**config.mk**
```make
export PLATFORM = sky130hd
export DESIGN_NAME = operand_sweep_gen
export DESIGN_NICKNAME = d
export VERILOG_FILES = /design/src/rtl/sweep_pkg.sv /design/src/rtl/sweep_dwell_timer.sv /design/src/rtl/operand_sweep_gen.sv
export SDC_FILE = /design/constraint.sdc
export NUM_CORES = 1
export LEC_CHECK = 0
export ABC_AREA = 1
export CAP_MARGIN = 20
export CELL_PAD_IN_SITES_DETAIL_PLACEMENT = 0
export CELL_PAD_IN_SITES_GLOBAL_PLACEMENT = 2
export CORE_ASPECT_RATIO = 2
export CORE_MARGIN = 4
export CORE_UTILIZATION = 27
export CTS_CLUSTER_SIZE = 28
export DETAILED_ROUTE_END_ITERATION = 8
export PLACE_DENSITY = 0.85
export SLEW_MARGIN = 20
export SYNTH_ARGS = -nofsm -noshare
export SYNTH_HDL_FRONTEND = slang
export SYNTH_SLANG_ARGS = --single-unit
```
**constraint.sdc**
```tcl
create_clock -name clk -period 1.3 [get_ports clk]
set_input_delay 0.13 -clock clk [delete_from_list [all_inputs] [get_ports clk]]
set_output_delay 0.13 -clock clk [all_outputs]
set_load 0.02 [all_outputs]
```
**src/rtl/sweep_pkg.sv**
```systemverilog
// sweep_pkg: shared types for the operand sweep generator.
//   sweep_mode_t  - pattern select, latched when a sweep starts
//   sweep_state_t - top-level sequencer states
package sweep_pkg;

  typedef enum logic [1:0] {
    MODE_UP   = 2'd0,
    MODE_DOWN = 2'd1,
    MODE_GRAY = 2'd2,
    MODE_WALK = 2'd3
  } sweep_mode_t;

  typedef enum logic [1:0] {
    IDLE = 2'd0,
    RUN  = 2'd1,
    DONE = 2'd2
  } sweep_state_t;

endpackage

```
**src/rtl/sweep_dwell_timer.sv**
```systemverilog
// sweep_dwell_timer: counts enabled cycles of the current sweep value.
//   clk    - rising-edge clock
//   reset  - synchronous active-high reset, clears the count
//   clear  - synchronous clear (held while the sweep is not running)
//   en     - count this cycle (the cycle just ending carried a live value)
//   expire - high when count == DWELL-1 and en; the count wraps to 0 at that edge
module sweep_dwell_timer #(
  parameter int unsigned DWELL = 10
) (
  input  logic clk,
  input  logic reset,
  input  logic clear,
  input  logic en,
  output logic expire
);

  localparam int unsigned CW = (DWELL > 1) ? $clog2(DWELL) : 1;
  localparam logic [CW-1:0] LastCount = CW'(DWELL - 1);

  logic [CW-1:0] count_q, count_d;

  assign expire = en && (count_q == LastCount);

  always_comb begin
    count_d = count_q;
    if (clear || expire) begin
      count_d = '0;
    end else if (en) begin
      count_d = count_q + CW'(1);
    end
  end

  always_ff @(posedge clk) begin
    if (reset) begin
      count_q <= '0;
    end else begin
      count_q <= count_d;
    end
  end

endmodule

```
**src/rtl/operand_sweep_gen.sv**
```systemverilog
// operand_sweep_gen: drives an operand through an up / down / Gray / walking-one
// sweep, holding each value for DWELL live cycles, then pulses done.
//   clk   - rising-edge clock
//   reset - synchronous active-high reset (aborts a sweep, no done pulse)
//   start - begin a sweep (sampled in IDLE only)
//   pause - freeze the sweep (sampled in RUN only)
//   mode  - pattern select, latched on the start edge
//   a_out - operand for the downstream stage (registered)
//   valid - a_out is a live sweep value (registered)
//   busy  - sweep in progress (registered)
//   done  - one-cycle pulse after the final value (registered)
//
// pause is sampled at each edge: a cycle is live (valid=1) when the edge that
// began it was in RUN with pause low. The dwell timer counts live cycles, so
// each value is shown for exactly DWELL valid cycles regardless of pausing.
module operand_sweep_gen
  import sweep_pkg::*;
#(
  parameter int unsigned WIDTH = 4,
  parameter int unsigned DWELL = 10
) (
  input  logic             clk,
  input  logic             reset,
  input  logic             start,
  input  logic             pause,
  input  logic [1:0]       mode,
  output logic [WIDTH-1:0] a_out,
  output logic             valid,
  output logic             busy,
  output logic             done
);

  sweep_state_t     state_q, state_d;
  sweep_mode_t      mode_q, mode_d;
  logic [WIDTH-1:0] k_q, k_d;
  logic [WIDTH-1:0] a_out_q, a_out_d;
  logic             valid_q, valid_d;
  logic             busy_q, busy_d;
  logic             done_q, done_d;

  logic             expire;
  logic             last_step;
  sweep_mode_t      pat_mode;
  logic [WIDTH-1:0] pat_k;
  logic [WIDTH-1:0] pat_val;

  sweep_dwell_timer #(
    .DWELL (DWELL)
  ) u_dwell (
    .clk    (clk),
    .reset  (reset),
    .clear  (state_q != RUN),
    .en     (valid_q),
    .expire (expire)
  );

  // Walk covers WIDTH steps; the other patterns cover all 2^WIDTH codes.
  assign last_step = (mode_q == MODE_WALK) ? (k_q == WIDTH'(WIDTH - 1)) : (k_q == '1);

  // Pattern lookup: the seed (k=0, live mode input) in IDLE, else the next step.
  assign pat_mode = (state_q == IDLE) ? sweep_mode_t'(mode) : mode_q;
  assign pat_k    = (state_q == IDLE) ? '0 : k_q + WIDTH'(1);

  always_comb begin
    pat_val = '0;
    unique case (pat_mode)
      MODE_UP:   pat_val = pat_k;
      MODE_DOWN: pat_val = ~pat_k;
      MODE_GRAY: pat_val = pat_k ^ (pat_k >> 1);
      MODE_WALK: pat_val = WIDTH'(1) << pat_k;
      default:   pat_val = '0;
    endcase
  end

  // State register and registered outputs.
  always_ff @(posedge clk) begin
    if (reset) begin
      state_q <= IDLE;
      mode_q  <= MODE_UP;
      k_q     <= '0;
      a_out_q <= '0;
      valid_q <= 1'b0;
      busy_q  <= 1'b0;
      done_q  <= 1'b0;
    end else begin
      state_q <= state_d;
      mode_q  <= mode_d;
      k_q     <= k_d;
      a_out_q <= a_out_d;
      valid_q <= valid_d;
      busy_q  <= busy_d;
      done_q  <= done_d;
    end
  end

  // Next-state logic.
  always_comb begin
    state_d = state_q;
    unique case (state_q)
      IDLE:    if (start) state_d = RUN;
      RUN:     if (expire && last_step) state_d = DONE;
      DONE:    state_d = IDLE;
      default: state_d = IDLE;
    endcase
  end

  // Output / datapath next values.
  always_comb begin
    mode_d  = mode_q;
    k_d     = k_q;
    a_out_d = a_out_q;
    valid_d = 1'b0;
    busy_d  = 1'b0;
    done_d  = 1'b0;
    unique case (state_q)
      IDLE: begin
        if (start) begin
          mode_d  = sweep_mode_t'(mode);
          k_d     = '0;
          a_out_d = pat_val;
          valid_d = 1'b1;
          busy_d  = 1'b1;
        end
      end
      RUN: begin
        if (expire && last_step) begin
          done_d = 1'b1;
        end else begin
          busy_d  = 1'b1;
          valid_d = !pause;
          if (expire) begin
            k_d     = k_q + WIDTH'(1);
            a_out_d = pat_val;
          end
        end
      end
      DONE: begin
      end
      default: begin
      end
    endcase
  end

  assign a_out = a_out_q;
  assign valid = valid_q;
  assign busy  = busy_q;
  assign done  = done_q;

endmodule

```
* Yosys cells after proc, flatten, opt, wreduce, memory -nomap -nowiden *
Cells that the tools add are included.

word-level totals
  output and inout port bits = 7
  word-level logic and storage cells = 60
  input port bits = 6
  register bits after elaboration = 19

operators by class
  $add $sub $neg = 2
  shifts and indexed selects = 1
  reduce and logical (&&, ||, !) cells = 12
  bitwise gates (word level) = 3
  equal/unequal tests = 13
  muxes and demuxes = 21

operator list
  operator             number
  $mux 4               7
  $pmux 4 s2           2
  $pmux 4 s4           1
  $add 4x1->4 const B  2
  $eq 4x4->1 const B   2
  $ne 2x2->1 const B   4
  $eq 2x2->1 const B   3
  $mux 2               3
  $mux 1               5
  $eq 2x1->1 const B   2
  $eq 4x2->1 const B   1
  $logic_not 2->1      2
  $not 4->4            1
  $pmux 1 s2           2
  $pmux 2 s2           1
  $reduce_and 2->1     2
  $reduce_and 4->1     1
  $reduce_or 2->1      2
  $shl 1x4->4 const A  1
  $xor 4x3->4          1
  $logic_and 1x1->1    2
  $ne 2x1->1 const B   1
  $reduce_bool 2->1    1
  $logic_not 1->1      1
  2 further kinds      2

* Logic depth before layout (Yosys ltp) *
  depth in word-level cells = 7
  depth in mapped cells = 10

* Hierarchy *
Synthesis repeated with hierarchy kept, for this count alone.

unflattened totals
  cells, all modules = 179
  area total of the unflattened synthesis = 1169.9 um2

by module, submodules not included
  module             instances  cells an instance  area an instance (um2)
  operand_sweep_gen  1          148                953.4
  sweep_dwell_timer  1          31                 216.5

* Least setup slack after synthesis *
No wires, ideal clock.

  kind = flip-flop to flip-flop
  start = register valid_q (netlist: valid)
  end = register a_out_q[0] (netlist: a_out[0])
  data arrival time = 1.271 ns
  path slack = -0.088 ns
  period minus slack after synthesis = 1.388 ns
  library setup time = 0.117 ns
  cell stages (with the launch flop) = 8
  cells stage by stage = dfxtp_1 -> nand4_4 -> o21ai_2 -> nand2_4 -> inv_4 -> o21ai_0 -> nor2_1 -> nor2_1

between the ends
  longest elaborated chain between the ends = 4
  elaborated cells on any way between the ends = 5

RTL lines
  what                            line                      RTL
  start, declared                 operand_sweep_gen.sv:37   logic valid_q, valid_d;
  start signal, assigned          operand_sweep_gen.sv:90   valid_q <= valid_d;
  $logic_and 1x1->1 (*)           sweep_dwell_timer.sv:22   assign expire = en && (count_q == LastCount);
  $logic_and 1x1->1               operand_sweep_gen.sv:126  if (expire && last_step) begin
  $ne 2x2->1 (no line)            --
  $reduce_and 4->1 (no line) (*)  --
  end signal, assigned            operand_sweep_gen.sv:89   a_out_q <= a_out_d;
  end, declared                   operand_sweep_gen.sv:36   logic [WIDTH-1:0] a_out_q, a_out_d;

Mark *: on every way between the ends. The rest lies on a longest branch, timed or not.
A chain may end at the register's enable or synchronous reset.

* Worst setup path after layout *
  start = register k_q[0]
  end = register a_out_q[1] (netlist: a_out[1])

between the ends
  longest elaborated chain between the ends = 7
  elaborated cells on any way between the ends = 16

RTL lines
  what                                 line                      RTL
  start, declared                      operand_sweep_gen.sv:35   logic [WIDTH-1:0] k_q, k_d;
  start signal, assigned               operand_sweep_gen.sv:88   k_q <= k_d;
  $add 4x1->4                          operand_sweep_gen.sv:62   assign pat_k = (state_q == IDLE) ? '0 : k_q + WIDTH'(1);
  $mux 4                               operand_sweep_gen.sv:62
  $shl 1x4->4 (tied with other cells)  operand_sweep_gen.sv:70   MODE_WALK: pat_val = WIDTH'(1) << pat_k;
  $pmux 4 s4                           operand_sweep_gen.sv:66   unique case (pat_mode)
  $mux 4                               operand_sweep_gen.sv:131  if (expire) begin
  $mux 4                               operand_sweep_gen.sv:126
  $pmux 4 s2                           operand_sweep_gen.sv:115  unique case (state_q)

Parallel ways exist; a longest one is shown, timed or not. The select of a mux whose other input is x is not followed.

==> results by group <==
Run status
  – Status: finished with violations
  – Violations in the final reports: setup timing

Floorplan
  – Starting Density: between 20% and 30%
  – Chip height: around 98 um
  – IO Pins: 13
  – Die area: 5240 sq um
  – Core Area: 3880 sq um
  – FP Rows: 32
  – Die Span X: 53.2 um

Critical path
  – Worst-path maximum fanout: 4
  – CP Launch Type: flip-flop
  – Critical path origin: k_q[0]$_SDFFE_PP0P_
  – Worst EP arrival: 1.54 ns
  – Max stage delay on crit path: between 0.3 and 0.4 ns
  – Reg-to-reg endpoint: a_out[1]$_SDFFE_PP0P_
  – Critical-path cell list: ha_4 > inv_2 > nor2_4 > inv_2 > o21ai_1 > nand3_1 > nand2_1 > nand2_1
  – Flop2flop setup slack: -0.08 ns
  – Critical Path Slowest Stage Cell: dfxtp_4
  – Worst EP required: 1.46 ns
  – Crit end category: flip-flop
  – CP endpoint: a_out[1]$_SDFFE_PP0P_
  – RR Startpoint: k_q[0]$_SDFFE_PP0P_
  – Worst Reg-to-Reg Cells: 8
  – Kind of critical path: flip-flop to flip-flop

Pwr
  – Pwr Density: between 800 and 900 nW/um^2
  – Overall Power: 1.47 mW
  – Peak supply drop: 0.590 mV
  – Leakage: 0.776 nW

Timing
  – RSZ-0062 raised after global routing: true
  – Hold WS: 0.421 ns
  – Slew HR: 79.6%
  – Slew @ Worst Pin: 0.305 ns
  – Final Hold Vio Count: 0
  – # setup viols final: 6
  – Max-slew violations: 0
  – Clock Skew: 0.00495 ns
  – Max Fclk: 0.724 GHz
  – Clock period minus worst slack: 1.38 ns
  – Slack of the critical path: -0.0807 ns
  – Final TNS setup: -0.219 ns
  – Final Cycle Share: 106%

Drt
  – Vias per cell: roughly 4.8
  – Post-route ant nets: 0
  – Drt wl/cell: 12.3 um
  – DRT Wirelength: 3240 um
  – Pre-Repair DR Iteration Count: 4
  – Initial DRC Count: 14
  – Via count: 1256
  – DRC: 0

Logic synthesis
  – Post-Syn Nets: around 170
  – Ys Warns: 0
  – Top cell type's share of synthesized area: 34.5%
  – Syn Area/Cell: 6.73 sq um
  – Top-count cell post-synth: nand2_1
  – Post-Synthesis Cells: 164
  – Area contributors post-synth: dfxtp_1, nand2_1, nor2_1
  – Post-synth EDFFs: 0
  – Synth cell types: 23
  – Most used DFF post-synth: dfxtp_1
  – Area leader, netlist: dfxtp_1
  – Commonest cells in the netlist: nand2_1, nor2_1, dfxtp_1, inv_1, o21ai_0
  – Asr flop ratio synth: 0%
  – Sequential share of the synthesized area: 34.5%
  – Flops & latches, synth: 19
  – Synthesized cell area: 1100 sq um

Cells and area
  – Layout overhead on the synthesized area: 57.0%
  – Nets: 222
  – Share of layout cells above drive strength 1: 40.6%
  – Ant diodes: 0
  – Fill cell count: 415

Placement
  – Port bufs: 12
  – Pre-CTS setup slack: -0.118 ns
  – DP HPWL: 2530 um
  – GPL Wtd Cong: 0.874

Global routing
  – Vias in the first global route: between 1000 and 1500
  – Initial antenna violation count: 0
  – Largest net degree at the start of global routing: 13
  – First-pass GRT wire length: 5240 um
  – Total grt overflow: 0
  – Tot GR Track Use: 13.2%

Min path
  – Hold WC Path Type: input pin to flip-flop

CTS
  – CTS tree: built
  – Clock tree buffer depth: 2
  – CTS Buf Count: 3
  – H-tree Lvls: 1
  – Reg clk slew, reported paths: 0.08 ns
  – Root Buffer: clkbuf_8
  – CTS Sinks: 19
  – Clock Latency Late Sink: between 0.2 and 0.3 ns

Job
  – MaxCap Viol Count: 0
==> where the power goes <==
| group | total [mW] | switching (mW) | internal [mW] | leakage, nW |
|---|---|---|---|---|
| registers | 0.641 | 0.0301 | 0.611 | 0.161 |
| clock network | 0.434 | 0.218 | 0.216 | 0.0217 |
| logic | 0.395 | 0.220 | 0.175 | 0.593 |
| total | 1.47 | 0.468 | 1.00 | 0.776 |
==> worst min-delay path by stage <==
stage / start / to / cells after the start
after global placement: a_out[3]$_SDFFE_PP0P_ / a_out[3]$_SDFFE_PP0P_ / 2
after global routing: pause / valid$_SDFF_PP0_ / 2
after CTS: pause / valid$_SDFF_PP0_ / 2
after floorplan: reset / k_q[2]$_SDFFE_PP0P_ / 1
final: pause / valid$_SDFF_PP0_ / 2
after detailed placement: a_out[1]$_SDFFE_PP0P_ / a_out[1]$_SDFFE_PP0P_ / 2
==> critical path, delay by kind of cell (launching register included) <==
| family | cells | cell delay (ns) |
|---|---|---|
| DFF | 1 | 0.36 |
| buffers and inverters | 2 | 0.12 |
| adders and majority gates | 1 | 0.27 |
| AOI/OAI and AO/OA | 1 | 0.16 |
| and+or+nand+nor | 4 | 0.36 |
==> per-stage QoR <==
step	utilization, %	instance area (sq um)	std cells
after detailed placement	39.1	1520	251
after global routing	44.6	1730	263
after CTS	42.0	1630	258
after global placement	39.1	1520	251
final	44.6	1730	263
after floorplan	-	1140	164
==> what timing repair did <==
item	4_1_cts	5_1_grt
hold buffers	0	0
pin swaps	13	13
endpoints found under the setup margin	18	12
buffers inserted	3	5
cloned	0	0
gates resized for setup	34	20
==> layout by cell type, fill, tap and decap left out, types with 2 or more instances in the layout <==
| cell type | Yosys | layout |
|---|---|---|
| dfxtp_4 | 0 | 3 |
| nand2_2 | 2 | 4 |
| inv_1 | 19 | 13 |
| dfxtp_1 | 19 | 8 |
| clkdlybuf4s50_1 | 0 | 5 |
| nand3_2 | 1 | 3 |
| nand4_1 | 4 | 4 |
| clkbuf_8 | 0 | 3 |
| dlygate4sd2_1 | 0 | 7 |
| nor3_1 | 3 | 3 |
| buf_6 | 0 | 2 |
| o21ai_0 | 11 | 3 |
| dfxtp_2 | 0 | 8 |
| nand2_1 | 49 | 45 |
| o21ai_4 | 0 | 2 |
| nor2_4 | 3 | 5 |
| a21oi_2 | 0 | 3 |
| inv_2 | 1 | 7 |
| o21ai_2 | 1 | 3 |
| nand3_1 | 8 | 6 |
| nand2_4 | 3 | 5 |
| buf_4 | 0 | 29 |
| a21oi_1 | 9 | 6 |
| ha_4 | 0 | 2 |
| nor2_1 | 21 | 17 |
| o21ai_1 | 0 | 4 |
| nor2_2 | 0 | 2 |
==> state kept, by name (all words and copies together) (netlist names) <==
name             count
valid                1
a_out                4
k_q                  4
u_dwell.count_q      4
done                 1
mode_q               2
state_q              2
busy                 1
==> area by class of cell <==
class                   count  area, sq um  area share [%]
clock buffers               3         41.3            2.38
clock inverters             1         7.51           0.433
inverters                  21         83.8            4.84
multi-input cells         124          763            44.0
flip-flops and latches     19          402            23.2
well taps                  51         63.8            3.68
repair buffers             44          372            21.4
==> cell families (layout without fill, tap and decap cells) <==
kind of cell | Yosys count | count (layout) | share of synthesized area [%]
buf+inv | 21 | 69 | 7.37
mux | 1 | 1 | 0.907
xor+xnor | 1 | 1 | 0.794
simple gates | 96 | 96 | 41.8
fa+ha+maj | 3 | 3 | 3.40
flops | 19 | 19 | 34.5
compound gates | 23 | 23 | 11.2
==> per-layer routing <==
layer	vias to the layer above	part of all wire (%)	GRT usage [%]
met5	-	0	0
met4	0	5.6	9.65
met3	15	2.5	1.82
met2	27	58	24.3
met1	586	33	12.2
li1	628	-	-
Power figures use the tool's default switching activity.
